===== src/rtl/alu_operand_sequencer.sv =====
// Byte-stream front end for the ALU: gathers operand A, operand B and opcode from
// the UART receiver, holds them on the ALU inputs and ships the result to the UART transmitter.
module alu_operand_sequencer #(
    parameter int N_BITS = 6
) (
    input  logic              clock,
    input  logic              reset_n,
    input  logic [7:0]        rx_data,
    input  logic              rx_done,
    input  logic [N_BITS-1:0] alu_result,
    input  logic              tx_done,
    output logic [N_BITS-1:0] data_a,
    output logic [N_BITS-1:0] data_b,
    output logic [5:0]        op,
    output logic [7:0]        tx_data,
    output logic              tx_start,
    output logic              busy,
    output logic              op_error
);

    if (N_BITS < 1 || N_BITS > 8) begin : g_bad_width
        $error("alu_operand_sequencer: N_BITS must be in 1..8");
    end

    typedef enum logic [2:0] {
        WAIT_A,
        WAIT_B,
        WAIT_OP,
        EXEC,
        SEND,
        WAIT_TX
    } state_t;

    state_t            state_q, state_d;
    logic [N_BITS-1:0] data_a_q, data_a_d;
    logic [N_BITS-1:0] data_b_q, data_b_d;
    logic [5:0]        op_q, op_d;
    logic [7:0]        tx_data_q, tx_data_d;
    logic              tx_start_q, tx_start_d;
    logic              busy_q, busy_d;
    logic              op_error_q, op_error_d;

    function automatic logic opcode_is_valid(input logic [5:0] code);
        case (code)
            6'h20, 6'h22, 6'h24, 6'h25,
            6'h26, 6'h03, 6'h02, 6'h27: opcode_is_valid = 1'b1;
            default:                    opcode_is_valid = 1'b0;
        endcase
    endfunction

    always_comb begin
        // NOTE: every signal gets a default before the case so no path leaves one
        // unassigned; an unassigned path in always_comb infers a latch.
        state_d    = state_q;
        data_a_d   = data_a_q;
        data_b_d   = data_b_q;
        op_d       = op_q;
        tx_data_d  = tx_data_q;
        tx_start_d = 1'b0;
        op_error_d = 1'b0;

        case (state_q)
            WAIT_A: begin
                if (rx_done) begin
                    data_a_d = rx_data[N_BITS-1:0];
                    state_d  = WAIT_B;
                end
            end
            WAIT_B: begin
                if (rx_done) begin
                    data_b_d = rx_data[N_BITS-1:0];
                    state_d  = WAIT_OP;
                end
            end
            WAIT_OP: begin
                if (rx_done) begin
                    if (opcode_is_valid(rx_data[5:0])) begin
                        op_d    = rx_data[5:0];
                        state_d = EXEC;
                    end else begin
                        op_error_d = 1'b1;
                        state_d    = WAIT_A;
                    end
                end
            end
            EXEC: begin
                // The ALU has had a full cycle on the new operands; sample it now.
                tx_data_d                = '0;
                tx_data_d[N_BITS-1:0]    = alu_result;
                tx_start_d               = 1'b1;
                state_d                  = SEND;
            end
            SEND: begin
                state_d = WAIT_TX;
            end
            WAIT_TX: begin
                if (tx_done) begin
                    state_d = WAIT_A;
                end
            end
            default: begin
                state_d = WAIT_A;
            end
        endcase

        busy_d = (state_d == EXEC) || (state_d == SEND) || (state_d == WAIT_TX);
    end

    // NOTE: state is updated with non-blocking assignments so every flop samples
    // the pre-edge values regardless of statement order.
    always_ff @(posedge clock or negedge reset_n) begin
        if (!reset_n) begin
            state_q    <= WAIT_A;
            data_a_q   <= '0;
            data_b_q   <= '0;
            op_q       <= '0;
            tx_data_q  <= '0;
            tx_start_q <= 1'b0;
            busy_q     <= 1'b0;
            op_error_q <= 1'b0;
        end else begin
            state_q    <= state_d;
            data_a_q   <= data_a_d;
            data_b_q   <= data_b_d;
            op_q       <= op_d;
            tx_data_q  <= tx_data_d;
            tx_start_q <= tx_start_d;
            busy_q     <= busy_d;
            op_error_q <= op_error_d;
        end
    end

    assign data_a   = data_a_q;
    assign data_b   = data_b_q;
    assign op       = op_q;
    assign tx_data  = tx_data_q;
    assign tx_start = tx_start_q;
    assign busy     = busy_q;
    assign op_error = op_error_q;

endmodule


===== config.mk =====
export PLATFORM = sky130hd
export DESIGN_NAME = alu_operand_sequencer
export DESIGN_NICKNAME = d
export VERILOG_FILES = /design/src/rtl/alu_operand_sequencer.sv
export SDC_FILE = /design/constraint.sdc
export NUM_CORES = 1
export LEC_CHECK = 0
export CAP_MARGIN = 30
export CELL_PAD_IN_SITES_DETAIL_PLACEMENT = 0
export CELL_PAD_IN_SITES_GLOBAL_PLACEMENT = 1
export CORE_MARGIN = 10
export CORE_UTILIZATION = 36
export DETAILED_ROUTE_END_ITERATION = 16
export PLACE_DENSITY = 0.81
export SYNTH_ARGS = -nofsm -noshare
export SYNTH_HDL_FRONTEND = slang
export SYNTH_SLANG_ARGS = --single-unit

===== constraint.sdc =====
create_clock -name clock -period 2.25 [get_ports clock]
set_input_delay 0.3375 -clock clock [delete_from_list [all_inputs] [get_ports clock]]
set_output_delay 0.3375 -clock clock [all_outputs]
set_load 0.05 [all_outputs]

Word level (Yosys, flattened, before mapping)
Cells that the tools add are included.
Widths: inputs -> output; s select.
{"block": "word_totals", "regBits": 30, "in_bits": 18, "output_inout_bits": 29, "elab_cells": 44}
{"block": "classes", "n_eq_ne": 16, "mux": 13, "reduce_logical": 7}
{"operator": "$eq 6x6->1 const B", "n": 6}
{"operator": "$pmux 3 s6", "n": 1}
{"operator": "$eq 3x3->1 const B", "n": 4}
{"operator": "$eq 6x2->1 const B", "n": 2}
{"operator": "$mux 3", "n": 4}
{"operator": "$eq 3x2->1 const B", "n": 3}
{"operator": "$reduce_or 8->1", "n": 1}
{"operator": "$mux 1", "n": 7}
{"operator": "$reduce_and 2->1", "n": 2}
{"operator": "$eq 3x1->1 const B", "n": 1}
{"operator": "$logic_not 3->1", "n": 1}
{"operator": "$reduce_and 3->1", "n": 1}
{"operator": "$logic_or 1x1->1", "n": 2}
{"operator": "$mux 2", "n": 1}

Longest topological paths before layout
Gate-level depths: netlist of the first run.
{"block": "depth", "ltp_word": 11, "ltp_mapped": 5, "depth_no_buf": 4}

Worst setup path before layout of the first run
OpenSTA, ideal clock, no wires.
{"block": "synth_path", "path_kind": "reg-to-reg", "start": "reg state_q[2]", "end": "reg op_q[0] (netlist: op[0])", "arrival_time_ps": 1328, "required_ps": 2125, "path_slack_ps": 797, "path_stages_with_launch": 6, "path_buffers": 1, "period_less_slack_ps": 1453, "cell_sequence": "dfrtp_1 > buf_6 > nor2_2 > nand3_1 > nor4_4 > mux2_2"}
{"block": "synth_between", "elab_chain_cells": 2}
{"element": "from (decl)", "line_no": "34", "rtl": "state_t state_q, state_d;"}
{"element": "from (signal assigned)", "line_no": "122", "rtl": "state_q <= state_d;"}
{"element": "$eq 3x2->1", "line_no": "62", "rtl": "case (state_q)"}
{"element": "$reduce_and 3->1 (no line)"}
{"element": "to (signal assigned)", "line_no": "125", "rtl": "op_q <= op_d;"}
{"element": "to (decl)", "line_no": "37", "rtl": "logic [5:0] op_q, op_d;"}
No other way between the ends.
A chain may end at the register's enable or synchronous reset.

Worst setup path after layout of the first run
{"block": "layout_path", "start": "reg data_b_q[2] (netlist: data_b[2])", "end": "out data_b[2]"}
{"element": "from (decl)", "line_no": "36", "rtl": "logic [N_BITS-1:0] data_b_q, data_b_d;"}
{"element": "from (signal assigned)", "line_no": "124", "rtl": "data_b_q <= data_b_d;"}
{"element": "to (decl)", "line_no": "13", "rtl": "output logic [N_BITS-1:0] data_b,"}
No word-level cell between the ends.

==> results of run 1 <==
[state kept, by name, indices dropped and copies added, names as in the netlist]
register  count
op            6
data_b        6
busy          1
op_error      1
state_q       3
data_a        6
tx_data       6
tx_start      1
[final cells by class]
class / instances / area (um2) / area share [%]
Inverter: 2 / 7.51 / 0.413
Clock inverter: 1 / 30.0 / 1.65
Sequential cell: 30 / 751 / 41.3
Tap cell: 46 / 57.6 / 3.17
Multi-Input combinational cell: 64 / 475 / 26.2
Clock buffer: 7 / 45.0 / 2.48
Timing Repair Buffer: 46 / 450 / 24.8
[final timing paths]
kind	from	to	slack, ns
setup / recovery	data_b[2]	data_b[2]	0.38
hold / removal	reset_n	busy	0.38
setup reg to reg	state_q[2]	op[0]	0.67
hold reg to reg	tx_data[1]	tx_data[1]	0.48
max in group asynchronous	reset_n	data_b[3]	1.58
min in group clock	tx_data[1]	tx_data[1]	0.48
[per-stage QoR]
step | worst slack [ns] | std cells | hold slack [ns] | cell area [um2] | power [W]
2_1_floorplan | 0.797 | 100 | 0.0419 | 1260 | 0.00203
3_3_place_gp | 0.275 | 188 | 0.460 | 1740 | 0.00256
3_5_place_dp | 0.217 | 188 | 0.463 | 1740 | 0.00261
4_1_cts | 0.349 | 196 | 0.381 | 1820 | 0.00303
5_1_grt | 0.305 | 196 | 0.395 | 1820 | 0.00316
6_report | 0.380 | 196 | 0.384 | 1820 | 0.00299
[cells in the final DEF (no fill, tap or decap), types with 2 or more instances in the layout]
cell type        instances
conb_1                   2
mux2_2                  16
clkbuf_1                 2
clkdlybuf4s50_1         42
a21oi_1                  2
dfrtp_1                 30
nand2b_1                 5
clkbuf_4                 5
nor2_1                   2
and2b_2                  2
buf_4                    4
nand2_1                 18
inv_1                    2
[synthesized netlist by cell type]
master	count	area (um2)
dfrtp_1	30	751
nand2_1	18	67.6
mux2_2	16	180
nand2b_1	5	31.3
a21oi_1	2	10.0
and2b_2	2	17.5
buf_4	2	15.0
inv_1	2	7.51
nor2_1	2	7.51
a22oi_2	1	12.5
a311oi_1	1	8.76
and2_1	1	6.26
and2b_1	1	7.51
buf_2	1	5.00
buf_6	1	11.3
conb_1	1	3.75
nand2b_4	1	13.8
nand3_1	1	5.00
nand3b_1	1	7.51
nor2_2	1	6.26
nor3_2	1	10.0
nor3b_2	1	12.5
nor4_4	1	21.3
o21a_1	1	7.51
o21ai_0	1	5.00
o41ai_1	1	8.76
or2_2	1	6.26
or3_1	1	6.26
or3b_2	1	8.76
[layer usage]
layer	vias to the layer above	global-route usage [%]
met3	7	6.42
met1	437	9.99
met4	0	3.76
met2	25	17.9
met5	-	0
li1	427	-
[where the power goes]
part	switching (W)	leakage, nW	internal (W)
clock	0.000180	0.0395	0.000236
sequential	0.000150	0.377	0.000767
combinational	0.00104	0.392	0.000616
[cells by family after synthesis]
family,share of synthesized area (%)
other cells,0.297
flops,59.5
compound gates,4.17
mux,14.3
buf+inv,3.07
simple gates,18.7
==> results.py, run 1 <==
metrics = {
    "die": {
        "dieHeight_um": 79.2,
        "start_util_pct": 37.5,
        "io_pins": 47,
        "die_w_um": 79.2,
        "die_area_um2": 6270,
        "core_region_area_um2": 3360,
        "rows": 21,
    },
    "worst_setup_path": {
        "start_kind": "register",
        "crit_chain": "clkdlybuf4s50_1",
        "endpoint_kind": "output port",
        "critPathMaxFanout": 2,
        "cp_data_required_time_ns": 1.91,
        "path_buf_inv": 1,
        "reg2reg_depth": 5,
        "crit_type": "register to output port",
        "slowest_stage": "clkdlybuf4s50_1",
        "cp.arrival_ns": 1.53,
        "cp_top_family": "buffers and inverters",
        "path_depth": 1,
        "critical-path-max-stage-delay_ns": 0.83,
    },
    "sta": {
        "period_share_pct": 83.1,
        "setup_viol": 0,
        "final_hold_viol_count": 0,
        "period_minus_slack_ns": 1.87,
        "finClkSkew_ns": 0.0144,
        "rsz0062_at_grt": "false",
        "fin_setup_tns_ns": 0,
        "maxSlewHeadroom_pct": 64.2,
        "worstMarginPinSlew_ns": 0.535,
        "max_freq_mhz": 535,
        "drv_slew": 0,
    },
    "cts": {
        "path_clk_slew_ns": 0.10,
        "cts_buffers": 5,
        "post_cts_resized": 0,
        "post_cts_buffers": 0,
        "cts-root-buf": "clkbuf_4",
        "cts_sinks": 30,
        "cts_tree": "built",
        "cts_buffer_depth": 2,
        "insertion_delay_ns": 0.33,
        "cts_htree_levels": 2,
        "cts_hold_buf": 0,
    },
    "route": {
        "ant_nets": 0,
        "met1Wirelength_um": 1170,
        "routedWlPerCell_um": 15.6,
        "wl_met2_um": 1540,
        "wl_met3_um": 299,
        "vias_per_cell": 4.57,
        "drt-initial-drc-count": 42,
        "highest_layer": "met4",
        "remaining_drc_errors": 0,
        "dr.pass1.iters": 3,
        "routed_wirelength_um": 3060,
        "vias": 896,
    },
    "placed_design": {
        "numPortBuffers": 42,
        "place_congestion": 0.677,
        "dpl.hpwl_um": 2400,
    },
    "hold_path": {
        "hp-class": "input port to async pin",
    },
    "global_routing": {
        "grt_pass1_wl_um": 5160,
        "antenna_found_initial": 0,
        "grt_max_degree": 31,
        "grtUsageTotal_pct": 10.4,
        "overflow": 0,
        "grt_pass1_vias": 1067,
    },
    "final_layout": {
        "post-route-util_pct": 54.0,
        "num-nets-final": 167,
        "num_antenna_cells": 0,
        "fillers": 326,
        "syn_to_final_growth_pct": 44.0,
        "drive_gt1_share_pct": 24.0,
    },
    "run_status": {
        "status": "complete, no violations",
    },
    "power": {
        "p_per_area_nw_per_um2": 1650,
        "peakVddDrop_uv": 811,
        "p_leak_nw": 0.808,
    },
    "yosys": {
        "ys_types": 29,
        "synthCells": 99,
        "synth_seq_cells": 30,
        "yosys_warnings": 0,
        "synth_seq_area_share_pct": 59.5,
        "synth.avg_cell_area_um2": 12.7,
        "netlist_area_um2": 1260,
    },
    "run": {
        "maxCapViolations": 0,
    },
}
Power figures use the tool's default switching activity.
==> run 2: changes to the inputs <==
--- a/config.mk
+++ b/config.mk
@@ -9,9 +9,9 @@
 export CELL_PAD_IN_SITES_DETAIL_PLACEMENT = 0
 export CELL_PAD_IN_SITES_GLOBAL_PLACEMENT = 1
 export CORE_MARGIN = 10
-export CORE_UTILIZATION = 36
+export CORE_UTILIZATION = 30
 export DETAILED_ROUTE_END_ITERATION = 16
-export PLACE_DENSITY = 0.81
+export PLACE_DENSITY = 0.72
 export SYNTH_ARGS = -nofsm -noshare
 export SYNTH_HDL_FRONTEND = slang
 export SYNTH_SLANG_ARGS = --single-unit
==> constraint.sdc (replaced) <==
create_clock -name clock -period 1.7 [get_ports clock]
set_input_delay 0.255 -clock clock [delete_from_list [all_inputs] [get_ports clock]]
set_output_delay 0.255 -clock clock [all_outputs]
set_load 0.05 [all_outputs]
==> run 2 against run 1 <==
Cell area up 0.14%. Largest power group unchanged. Sequential share of layout area is 0.057 points lower. Worst setup slack got worse by 0.22 ns. Register-to-register slack got worse by 0.42 ns. Total power rose by 32%.
==> results.py, run 2 (synthesis results as in run 1) <==
metrics = {
    "placed_design": {
        "numPortBuffers": 42,
        "place_congestion": 0.772,
        "dpl.hpwl_um": 2370,
    },
    "final_layout": {
        "layout_commonest_cell": "buf_4",
        "drive_gt1_share_pct": 45.5,
        "fillers": 403,
        "layout_common_cells": "buf_4 (37), dfrtp_1 (30), nand2_1 (18), mux2_2 (16), clkdlybuf4s50_1 (15)",
        "num_antenna_cells": 0,
        "num-nets-final": 173,
        "syn_to_final_growth_pct": 44.2,
    },
    "cts": {
        "post_cts_resized": 0,
        "cts-root-buf": "clkbuf_8",
        "post_cts_buffers": 0,
        "cts_buffers": 5,
        "path_clk_slew_ns": 0.07,
        "cts_htree_levels": 2,
        "cts_sinks": 30,
        "cts_hold_buf": 0,
        "cts_tree": "built",
        "insertion_delay_ns": 0.28,
        "cts_buffer_depth": 2,
    },
    "sta": {
        "drv_slew": 0,
        "period_minus_slack_ns": 1.54,
        "rsz0062_at_grt": "false",
        "max_freq_mhz": 648,
        "fin_setup_tns_ns": 0,
        "period_share_pct": 90.8,
        "final_hold_viol_count": 0,
        "finClkSkew_ns": 0.00324,
        "setup_viol": 0,
    },
    "worst_setup_path": {
        "cp_data_required_time_ns": 1.86,
        "crit_type": "input port to register",
        "timing.rr.start": "state_q[1]",
        "reg2reg_depth": 4,
        "r2r_end": "data_b[1]",
        "start_kind": "input port",
        "endpoint_kind": "register",
        "cp.arrival_ns": 1.71,
        "critPathMaxFanout": 7,
        "r2r_slack_ns": 0.25,
    },
    "route": {
        "vias": 926,
        "dr.pass1.iters": 3,
        "ant_nets": 0,
        "routed_wirelength_um": 3100,
        "routedWlPerCell_um": 15.0,
        "remaining_drc_errors": 0,
        "vias_per_cell": 4.50,
        "drt-initial-drc-count": 53,
    },
    "die": {
        "dieHeight_um": 84.8,
        "die_area_um2": 7200,
        "core_region_area_um2": 4030,
        "rows": 23,
        "start_util_pct": 31.3,
        "io_pins": 47,
        "die_w_um": 84.8,
    },
    "run_status": {
        "status": "complete, no violations",
    },
    "hold_path": {
        "hp-class": "input port to async pin",
    },
    "run": {
        "maxCapViolations": 0,
    },
    "global_routing": {
        "grt_pass1_vias": 1037,
        "grt_pass1_wl_um": 5160,
        "grtUsageTotal_pct": 8.81,
        "grt_max_degree": 31,
        "antenna_found_initial": 0,
        "overflow": 0,
    },
    "power": {
        "p_per_area_nw_per_um2": 2180,
        "peakVddDrop_uv": 1010,
        "p_leak_nw": 0.880,
        "total_power_w": 0.00396,
    },
}
-- run 2: final cells by class --
| type | instances | area [um2] | area share [%] |
|---|---|---|---|
| Tap cell | 50 | 62.6 | 3.44 |
| Clock buffer | 6 | 82.6 | 4.54 |
| Timing Repair Buffer | 52 | 428 | 23.5 |
| Inverter | 2 | 7.51 | 0.413 |
| Multi-Input combinational cell | 64 | 475 | 26.1 |
| Clock inverter | 2 | 12.5 | 0.688 |
| Sequential cell | 30 | 751 | 41.3 |
-- run 2: critical path, stage by stage --
cell,delay (ns)
clkdlybuf4s50_1,0.59
nand3_1,0.18
nor4_4,0.15
buf_4,0.19
mux2_2,0.33
-- run 2: routing by layer --
layer | routed length [um] | vias up | track usage [%]
met5 | 0 | - | 0
met4 | 44 | 0 | 3.59
met3 | 241 | 5 | 4.30
met2 | 1410 | 32 | 13.6
met1 | 1410 | 447 | 10.2
li1 | - | 442 | -
-- run 2: worst max path at each step --
stage	from	end	slack, ns	cells past startpoint
finish	rx_done	op[1]	0.16	5
global route	rx_done	op[0]	0.06	5
CTS	rx_done	op[1]	0.15	5
detailed placement	rx_done	op[0]	-0.16	5
global placement	rx_data[2]	op[5]	-0.13	6
floorplan	state_q[2]	op[0]	0.25	5
-- run 2: report_power, final --
part | internal [W] | switching, W | leakage [nW]
clock | 0.000325 | 0.000278 | 0.0472
sequential | 0.00102 | 0.000174 | 0.377
combinational | 0.000751 | 0.00142 | 0.457
-- run 2: through the flow --
stage	worst slack (ns)	instances	util [%]	area [um2]	hold WS, ns
after floorplan	0.247	100	-	1260	-0.0406
after CTS	0.150	206	45.2	1820	0.367
after detailed placement	-0.161	198	42.8	1720	0.470
after global placement	-0.127	198	42.8	1720	0.460
after global routing	0.0601	206	45.2	1820	0.390
final	0.156	206	45.2	1820	0.360
